File: config.mk
export PLATFORM = sky130hd
export DESIGN_NAME = rtc_read_cycle
export DESIGN_NICKNAME = d
export VERILOG_FILES = /design/src/rtl/rtc_read_cycle.sv
export SDC_FILE = /design/constraint.sdc
export NUM_CORES = 1
export LEC_CHECK = 0
export BUFFER_PORTS_ARGS = -buffer_cell sky130_fd_sc_hd__buf_2
export CAP_MARGIN = 20
export CORE_UTILIZATION = 50
export CTS_BUF_LIST = sky130_fd_sc_hd__clkbuf_8
export DETAILED_ROUTE_END_ITERATION = 8
export HOLD_SLACK_MARGIN = 0.08
export PLACE_DENSITY = 0.8
export SLEW_MARGIN = 20
export SYNTH_ARGS = -nofsm -noshare
export SYNTH_HDL_FRONTEND = slang
export SYNTH_SLANG_ARGS = --single-unit
File: constraint.sdc
create_clock -name clk -period 6.22 [get_ports clk]
set_clock_uncertainty 0.2 [all_clocks]
set_input_delay 0.622 -clock clk [delete_from_list [all_inputs] [get_ports clk]]
set_output_delay 0.622 -clock clk [all_outputs]
set_load 0.005 [all_outputs]
File: src/rtl/rtc_read_cycle.sv
// rtc_read_cycle: one read transaction on the RTC multiplexed address/data bus.
// Address phase, address hold, bus turnaround, read strobe, recovery; each
// phase lasts PH clocks. All pin-facing and status outputs are registered and
// are decoded from the next state so they change on the same edge as the FSM.
module rtc_read_cycle #(
    parameter int unsigned PH = 4
) (
    input  logic       clk,
    input  logic       reset,
    input  logic       start,
    input  logic [7:0] addr,
    input  logic [7:0] bus_in,
    output logic [7:0] bus_out,
    output logic       bus_oe,
    output logic       cs_n,
    output logic       rd_n,
    output logic       wr_n,
    output logic       ad_n,
    output logic       busy,
    output logic       done,
    output logic [7:0] data_out
);

    localparam int unsigned DW = 8;
    localparam int unsigned CW = 8;
    localparam logic [CW-1:0] PH_LAST = CW'(PH - 1);

    typedef enum logic [2:0] {
        IDLE      = 3'd0,
        ADDR      = 3'd1,
        ADDR_HOLD = 3'd2,
        TURN      = 3'd3,
        READ      = 3'd4,
        RECOVER   = 3'd5
    } state_t;

    state_t          state_q, state_d;
    logic [CW-1:0]   cnt_q, cnt_d;
    logic [DW-1:0]   addr_q, addr_d;
    logic [DW-1:0]   data_q, data_d;
    logic            done_q, done_d;

    logic [DW-1:0]   bus_out_q, bus_out_d;
    logic            bus_oe_q, bus_oe_d;
    logic            cs_n_q, cs_n_d;
    logic            rd_n_q, rd_n_d;
    logic            wr_n_q, wr_n_d;
    logic            ad_n_q, ad_n_d;
    logic            busy_q, busy_d;

    logic            phase_end;

    // Next state, phase counter, address latch, read-data capture and done.
    always_comb begin
        state_d   = state_q;
        cnt_d     = cnt_q;
        addr_d    = addr_q;
        data_d    = data_q;
        done_d    = 1'b0;
        phase_end = (cnt_q == PH_LAST);

        case (state_q)
            IDLE: begin
                cnt_d = '0;
                if (start) begin
                    state_d = ADDR;
                    addr_d  = addr;
                end
            end
            ADDR, ADDR_HOLD, TURN, READ, RECOVER: begin
                if (phase_end) begin
                    cnt_d = '0;
                    case (state_q)
                        ADDR:      state_d = ADDR_HOLD;
                        ADDR_HOLD: state_d = TURN;
                        TURN:      state_d = READ;
                        READ: begin
                            state_d = RECOVER;
                            data_d  = bus_in;
                        end
                        RECOVER: begin
                            // a start seen on the done edge chains straight into a new read
                            done_d = 1'b1;
                            if (start) begin
                                state_d = ADDR;
                                addr_d  = addr;
                            end else begin
                                state_d = IDLE;
                            end
                        end
                        default:   state_d = IDLE;
                    endcase
                end else begin
                    cnt_d = cnt_q + CW'(1);
                end
            end
            default: begin
                state_d = IDLE;
                cnt_d   = '0;
            end
        endcase
    end

    // Pin and status decode from the state being entered, so they register with it.
    always_comb begin
        bus_out_d = '0;
        bus_oe_d  = 1'b0;
        cs_n_d    = 1'b1;
        rd_n_d    = 1'b1;
        wr_n_d    = 1'b1;
        ad_n_d    = 1'b1;
        busy_d    = (state_d != IDLE);

        case (state_d)
            ADDR: begin
                cs_n_d    = 1'b0;
                wr_n_d    = 1'b0;
                ad_n_d    = 1'b0;
                bus_oe_d  = 1'b1;
                bus_out_d = addr_d;
            end
            ADDR_HOLD: begin
                cs_n_d    = 1'b0;
                ad_n_d    = 1'b0;
                bus_oe_d  = 1'b1;
                bus_out_d = addr_d;
            end
            READ: begin
                cs_n_d = 1'b0;
                rd_n_d = 1'b0;
            end
            default: begin
                bus_out_d = '0;
            end
        endcase
    end

    // FSM and datapath registers.
    always_ff @(posedge clk or posedge reset) begin
        if (reset) begin
            state_q <= IDLE;
            cnt_q   <= '0;
            addr_q  <= '0;
            data_q  <= '0;
            done_q  <= 1'b0;
        end else begin
            state_q <= state_d;
            cnt_q   <= cnt_d;
            addr_q  <= addr_d;
            data_q  <= data_d;
            done_q  <= done_d;
        end
    end

    // Output registers for the bus pins and busy.
    always_ff @(posedge clk or posedge reset) begin
        if (reset) begin
            bus_out_q <= '0;
            bus_oe_q  <= 1'b0;
            cs_n_q    <= 1'b1;
            rd_n_q    <= 1'b1;
            wr_n_q    <= 1'b1;
            ad_n_q    <= 1'b1;
            busy_q    <= 1'b0;
        end else begin
            bus_out_q <= bus_out_d;
            bus_oe_q  <= bus_oe_d;
            cs_n_q    <= cs_n_d;
            rd_n_q    <= rd_n_d;
            wr_n_q    <= wr_n_d;
            ad_n_q    <= ad_n_d;
            busy_q    <= busy_d;
        end
    end

    assign bus_out  = bus_out_q;
    assign bus_oe   = bus_oe_q;
    assign cs_n     = cs_n_q;
    assign rd_n     = rd_n_q;
    assign wr_n     = wr_n_q;
    assign ad_n     = ad_n_q;
    assign busy     = busy_q;
    assign done     = done_q;
    assign data_out = data_q;

endmodule
==> results of run 1 <==
==> metal layers <==
metal	part of all wire (%)	global-route usage [%]
met1	46	27.0
met2	47	30.1
met4	1.5	7.34
met3	6.3	7.41
met5	0	0
==> Yosys cell counts, drive strengths merged <==
library cell   n  area (um2)
inv           11        41.3
nand3b         8        60.1
nor3           4        20.0
o22ai          1        6.26
a21oi          3        15.0
nand4bb        2        22.5
clkbuf         6        23.8
mux2           8        90.1
a311o          1        10.0
a311oi         2        23.8
and3           4        25.0
dfrtp         38         951
a221o          8        80.1
xor2           5        43.8
o221ai         8        70.1
buf            7        35.0
xnor2          3        26.3
nor4           2        27.5
o21ai          4        20.0
a22oi          1        7.51
nand2b         1        6.26
and2           1        6.26
ha             1        12.5
a31oi          1        6.26
nor2          14        52.6
nor2b          7        43.8
nand3          7        47.6
and4           1        8.76
and4b          1        10.0
o21bai         1        7.51
a31o           1        8.76
o21a           4        30.0
nand2          4        15.0
or4bb          6        67.6
dfstp          4         105
and4bb         1        12.5
==> final timing paths <==
kind	from	to	slack (ps)	depth (start not counted)
hold / removal	reset	addr_q[3]$_DFF_PP0_	220	3
min in group clk	cnt_q[0]$_DFF_PP0_	cnt_q[0]$_DFF_PP0_	250	1
setup reg to reg	state_q[2]$_DFF_PP0_	bus_out[2]$_DFF_PP0_	3830	4
setup / recovery	state_q[2]$_DFF_PP0_	bus_out[2]$_DFF_PP0_	3830	4
hold reg to reg	cnt_q[0]$_DFF_PP0_	cnt_q[0]$_DFF_PP0_	250	1
max in group asynchronous	reset	cs_n$_DFF_PP1_	5230	3
==> report_power, final <==
group / switching [mW] / internal (mW) / total, mW
registers: 0.0929 / 0.374 / 0.467
clock network: 0.0977 / 0.120 / 0.218
logic: 0.192 / 0.191 / 0.383
total: 0.382 / 0.685 / 1.07
==> logic make-up after synthesis <==
family | share of synthesized area [%]
and+or+nand+nor | 20.9
DFF | 51.8
AOI/OAI and AO/OA | 14.0
buffers and inverters | 4.91
xor gates and xnor gates | 3.44
muxes | 4.42
adders and majority gates | 0.613
==> final cells by class <==
cell class | count | area, um2
clock buffer | 5 | 68.8
tap | 48 | 60.1
multi-input combinational | 115 | 883
sequential | 42 | 1060
clock inverter | 3 | 43.8
timing repair buffer | 42 | 213
fill | 311 | 1430
inverter | 11 | 41.3
==> worst max-delay path, cell delays in order, from the launching register on <==
cell                       delay [ps]
sky130_fd_sc_hd__dfrtp_1          710
sky130_fd_sc_hd__nand2b_1         360
sky130_fd_sc_hd__a311oi_1         680
sky130_fd_sc_hd__a311oi_2         210
sky130_fd_sc_hd__nor2b_1          170
==> through the flow <==
stage                     hold WS, ps  instance area [um2]  util [%]  setup WS (ps)
after CTS                         234                 2370      62.3           3840
after global placement            248                 2250      59.3           3820
after detailed placement          243                 2250      59.3           3770
after floorplan                   225                 2040         -           4270
final                             224                 2370      62.3           3830
after global routing              272                 2370      62.3           3670
==> state kept, by name, summed over array words and instances, names as in the netlist <==
name,flops
cs_n,1
busy,1
ad_n,1
wr_n,1
cnt_q,8
bus_out,8
state_q,3
done,1
bus_oe,1
rd_n,1
addr_q,8
data_out,8
==> cell usage in the layout (no fill, tap or decap), types with 2 or more instances in the layout <==
| cell | count |
|---|---|
| sky130_fd_sc_hd__a21oi_1 | 3 |
| sky130_fd_sc_hd__a221o_1 | 8 |
| sky130_fd_sc_hd__and3_1 | 4 |
| sky130_fd_sc_hd__buf_2 | 41 |
| sky130_fd_sc_hd__clkbuf_8 | 5 |
| sky130_fd_sc_hd__dfrtp_1 | 38 |
| sky130_fd_sc_hd__dfstp_2 | 4 |
| sky130_fd_sc_hd__inv_1 | 11 |
| sky130_fd_sc_hd__mux2_2 | 8 |
| sky130_fd_sc_hd__nand2_1 | 4 |
| sky130_fd_sc_hd__nand3_1 | 6 |
| sky130_fd_sc_hd__nand3b_1 | 8 |
| sky130_fd_sc_hd__nand4bb_1 | 2 |
| sky130_fd_sc_hd__nor2_1 | 14 |
| sky130_fd_sc_hd__nor2b_1 | 7 |
| sky130_fd_sc_hd__nor3_1 | 4 |
| sky130_fd_sc_hd__o21a_1 | 4 |
| sky130_fd_sc_hd__o21ai_0 | 4 |
| sky130_fd_sc_hd__o221ai_1 | 8 |
| sky130_fd_sc_hd__or4bb_1 | 6 |
| sky130_fd_sc_hd__xnor2_1 | 3 |
| sky130_fd_sc_hd__xor2_1 | 5 |
==> impl_metrics.tcl, run 1 <==
set metrics [dict create \
    status "complete, no violations" \
    placed_cells 258 \
    max-slew-margin-rel_pct 42.2 \
    finalMaxSlewViolations 0 \
    cts.repair_timing.setup_buffer_count 0 \
    critPathCaptureType "flop" \
    groute.usage.overall_pct 20.3 \
    antenna_cells 0 \
    hpwl_um 2570 \
    placeableCoreArea_um2 3800 \
    hp-class "input port to asynchronous set/reset pin" \
    synth.distinct_cells 42 \
    finalSetupViolations 0 \
    detail_routed_via_count_per_cell 5.73 \
    worst_ir_drop_vdd_v 0.000225 \
    clockRootBuffer "sky130_fd_sc_hd__clkbuf_8" \
    synthesis.yosys.warnings 0 \
    start_util_pct 53.7 \
    synthesis.nets 201 \
    fmaxAchievable_mhz 418 \
    drtIter0Drc 133 \
    syn_inst 181 \
    number_of_remaining_drc_errors 0 \
    layout-area-overhead-vs-synth_pct 16.0 \
    clock_path_buffers 2 \
    wl_per_cell_um 14.6 \
    yosys_register_bits 42 \
    cts-resized-gates 0 \
    clk_pin_slew_ps 90 \
    rsz0062_at_grt "no" \
    finalPower_mw 1.07 \
    gp_congestion 0.800 \
    worstSkewPairLatency_ps 310 \
    tritoncts.num_buffers 5 \
    wl_um 3890 \
    io_port_bufs 41 \
    grt_max_degree 43 \
    die_area_um2 4340 \
    io_pins 42 \
    die_width_um 65.9 \
    hold_viol 0 \
    overflow 0 \
    finalNonFillerCells 266 \
    min_period_ps 2390 \
    htree_num_levels 2 \
    drtPass1Iterations 4 \
    synth-seq-area-share_pct 51.8 \
    grt_antenna_before_repair 0 \
    antenna_left 0 \
    totalNegativeSetupSlack_ps 0 \
    first_global_vias 1355 \
    critPathRequiredTime_ps 6260 \
    worstSetupPathType "flop to flop" \
    grt_pass1_wl_um 6500 \
    tightest_slew_ps 867 \
    final_nets 237 \
    detailroute.via_count 1523 \
    leakagePower_nw 1.07 \
    drive_gt1_share_pct 30.7 \
    worst-path-max-fanout 31 \
    tritoncts "done" \
    cp.arrival_ps 2430 \
    synthesis.area_um2 2040 \
    final.period_utilization_pct 38.4 \
    die_height_um 65.9 \
    std_cell_rows 22 \
    post_cts_hold_buffers 0 \
    synthesis.area_per_instance_um2 11.3 \
    power_density_nw_per_um2 451 \
    max-cap-violations 0 \
    critical_path.startpoint_type "flop" \
    number_of_clock_sinks 42 \
]
Note: power is estimated with default switching activity, not from simulation.
==> inputs of run 2 (changes only) <==
- clock period: 6.22 -> 2.5 ns (I/O delays scaled with it)
==> impl_metrics.tcl, run 2 (synthesized netlist as in run 1, its figures left out) <==
set metrics [dict create \
    status "complete, no violations" \
    clockRootBuffer "sky130_fd_sc_hd__clkbuf_8" \
    number_of_remaining_drc_errors 0 \
    clock_path_buffers 2 \
    antenna_left 0 \
    max-cap-violations 0 \
    critical-path-top-delay-family "compound AO/OA/AOI/OAI gates" \
    overflow 0 \
    min_path_cells 3 \
    cp.depth 5 \
    most_frequent_standard_cell_in_the_layout_excluding_fill_and_tap_cells "sky130_fd_sc_hd__buf_2" \
    final.period_utilization_pct 84.5 \
    gp_congestion 0.818 \
    wl_um 4450 \
    critical_path.cell_chain "nor4_4, a311oi_1, buf_4, a311oi_2, nor2b_1" \
    finalPower_mw 2.66 \
    drtPass1Iterations 4 \
    critical_path.n_buffers_inverters 1 \
    slowest_stage "sky130_fd_sc_hd__a311oi_2" \
    swShare_pct 36.2 \
    clk_pin_slew_ps 70 \
    tritoncts.num_buffers 5 \
    grt_pass1_wl_um 7420 \
    critical_path.startpoint_type "flop" \
    tightest_slew_ps 707 \
    start_util_pct 53.7 \
    groute.usage.overall_pct 23.3 \
    finalMaxSlewViolations 0 \
    finalWorstSetupSlack_ps 387 \
    io_pins 42 \
    power_switching_mw 0.963 \
    first_global_vias 1594 \
    die_width_um 65.9 \
    number_of_clock_sinks 42 \
    max-slew-margin-rel_pct 52.7 \
    cpPeakStageDelay_ps 490 \
    hpwl_um 2930 \
    die_height_um 65.9 \
    die_area_um2 4340 \
    hold-worst-slack_ps 246 \
    worst_ir_drop_vdd_v 0.000395 \
    rsz0062_at_grt "no" \
    worstSetupPathType "flop to flop" \
    placeableCoreArea_um2 3800 \
    detailroute.via_count 1629 \
    critPathRequiredTime_ps 2450 \
    worst-path-max-fanout 7 \
    grt_antenna_before_repair 0 \
    detail_routed_via_count_per_cell 5.64 \
    leakagePower_nw 1.17 \
    cts.repair_timing.setup_buffer_count 0 \
    reg2reg_depth 5 \
    io_port_bufs 41 \
    hold_viol 0 \
    fmaxAchievable_mhz 473 \
    cp.arrival_ps 2060 \
    seq_power_share_pct 40.4 \
    layout-area-overhead-vs-synth_pct 25.5 \
    antenna_cells 0 \
    totalNegativeSetupSlack_ps 0 \
    wl_per_cell_um 15.4 \
    drtIter0Drc 163 \
    filler_cell_count 280 \
    finalSetupViolations 0 \
    mostFrequentLayoutCells "sky130_fd_sc_hd__buf_2 (41), sky130_fd_sc_hd__dfrtp_1 (38), sky130_fd_sc_hd__dlygate4sd3_1 (17)" \
    htree_num_levels 2 \
    std_cell_rows 22 \
    critPathCaptureType "flop" \
    pre_cts_ws_ps 371 \
    drive_gt1_share_pct 29.9 \
    min_period_ps 2110 \
    final_nets 260 \
    hp-class "input port to flop" \
    tritoncts "done" \
    cell_internal_pwr_mw 1.70 \
    power_density_nw_per_um2 1040 \
    worstSkewPairLatency_ps 290 \
    power_frac_comb_pct 43.1 \
    grt_max_degree 43 \
    clockPowerShare_pct 16.5 \
]
## run 2: cell types whose count changed in the layout (fill, tap and decap cells not counted), sizes merged
cell         previous run  this run
dlygate4sd3             0        17
bufinv                  1         0
buf                    42        48
clkbuf                  5         6
## run 2: worst paths after layout
kind                                          from                    to  slack, ps
worst min register to register  cnt_q[0]$_DFF_PP0_    cnt_q[0]$_DFF_PP0_        260
worst max-delay path            cnt_q[2]$_DFF_PP0_  bus_out[5]$_DFF_PP0_        390
worst max register to register  cnt_q[2]$_DFF_PP0_  bus_out[5]$_DFF_PP0_        390
worst min-delay path                         start        busy$_DFF_PP0_        250
max in group asynchronous                    reset        wr_n$_DFF_PP1_       1300
min in group asynchronous                    reset  state_q[2]$_DFF_PP0_        420
## run 2: worst reg2reg max path, cell delays in order, from the launching register on
cell,delay [ps]
sky130_fd_sc_hd__dfrtp_1,450
sky130_fd_sc_hd__nor4_4,400
sky130_fd_sc_hd__a311oi_1,140
sky130_fd_sc_hd__buf_4,170
sky130_fd_sc_hd__a311oi_2,490
sky130_fd_sc_hd__nor2b_1,110
## run 2: repair_timing
item | in CTS | in global routing
setup endpoints to repair | 0 | 0
gates resized for setup | 0 | 0
hold buffers | 17 | 0
hold endpoints to repair | 54 | 0
## run 2: area by class of cell
| cell class | instances | area (um2) | share of cell area (%) |
|---|---|---|---|
| Clock buffer | 6 | 82.6 | 3.23 |
| Clock inverter | 2 | 8.76 | 0.342 |
| Inverter | 11 | 41.3 | 1.61 |
| Multi-Input combinational cell | 115 | 883 | 34.5 |
| Sequential cell | 42 | 1060 | 41.3 |
| Tap cell | 48 | 60.1 | 2.35 |
| Timing Repair Buffer | 65 | 428 | 16.7 |
## run 2: per-layer routing
layer	share of wire [%]	global-route usage (%)	wire, um	vias up
met1	43	29.4	1900	800
met2	51	38.1	2270	47
met4	1.7	8.70	76	0
li1	-	-	-	776
met3	4.6	5.86	206	6
met5	0	0	0	-
## run 2: metrics by stage
stage                     area [um2]  cells  util (%)
final                           2560    289      67.4
after CTS                       2560    289      67.4
after global routing            2560    289      67.4
after floorplan                 2040    181         -
after detailed placement        2300    264      60.5
after global placement          2300    264      60.5
## run 2: power groups by stage
stage / Sequential [mW] / Clock (mW) / Combinational, mW
final: 1.07 / 0.440 / 1.15
after CTS: 1.07 / 0.446 / 1.15
after detailed placement: 1.09 / 0 / 1.12
after floorplan: 1.06 / 0 / 0.776
after global routing: 1.10 / 0.479 / 1.28
after global placement: 1.08 / 0 / 1.07
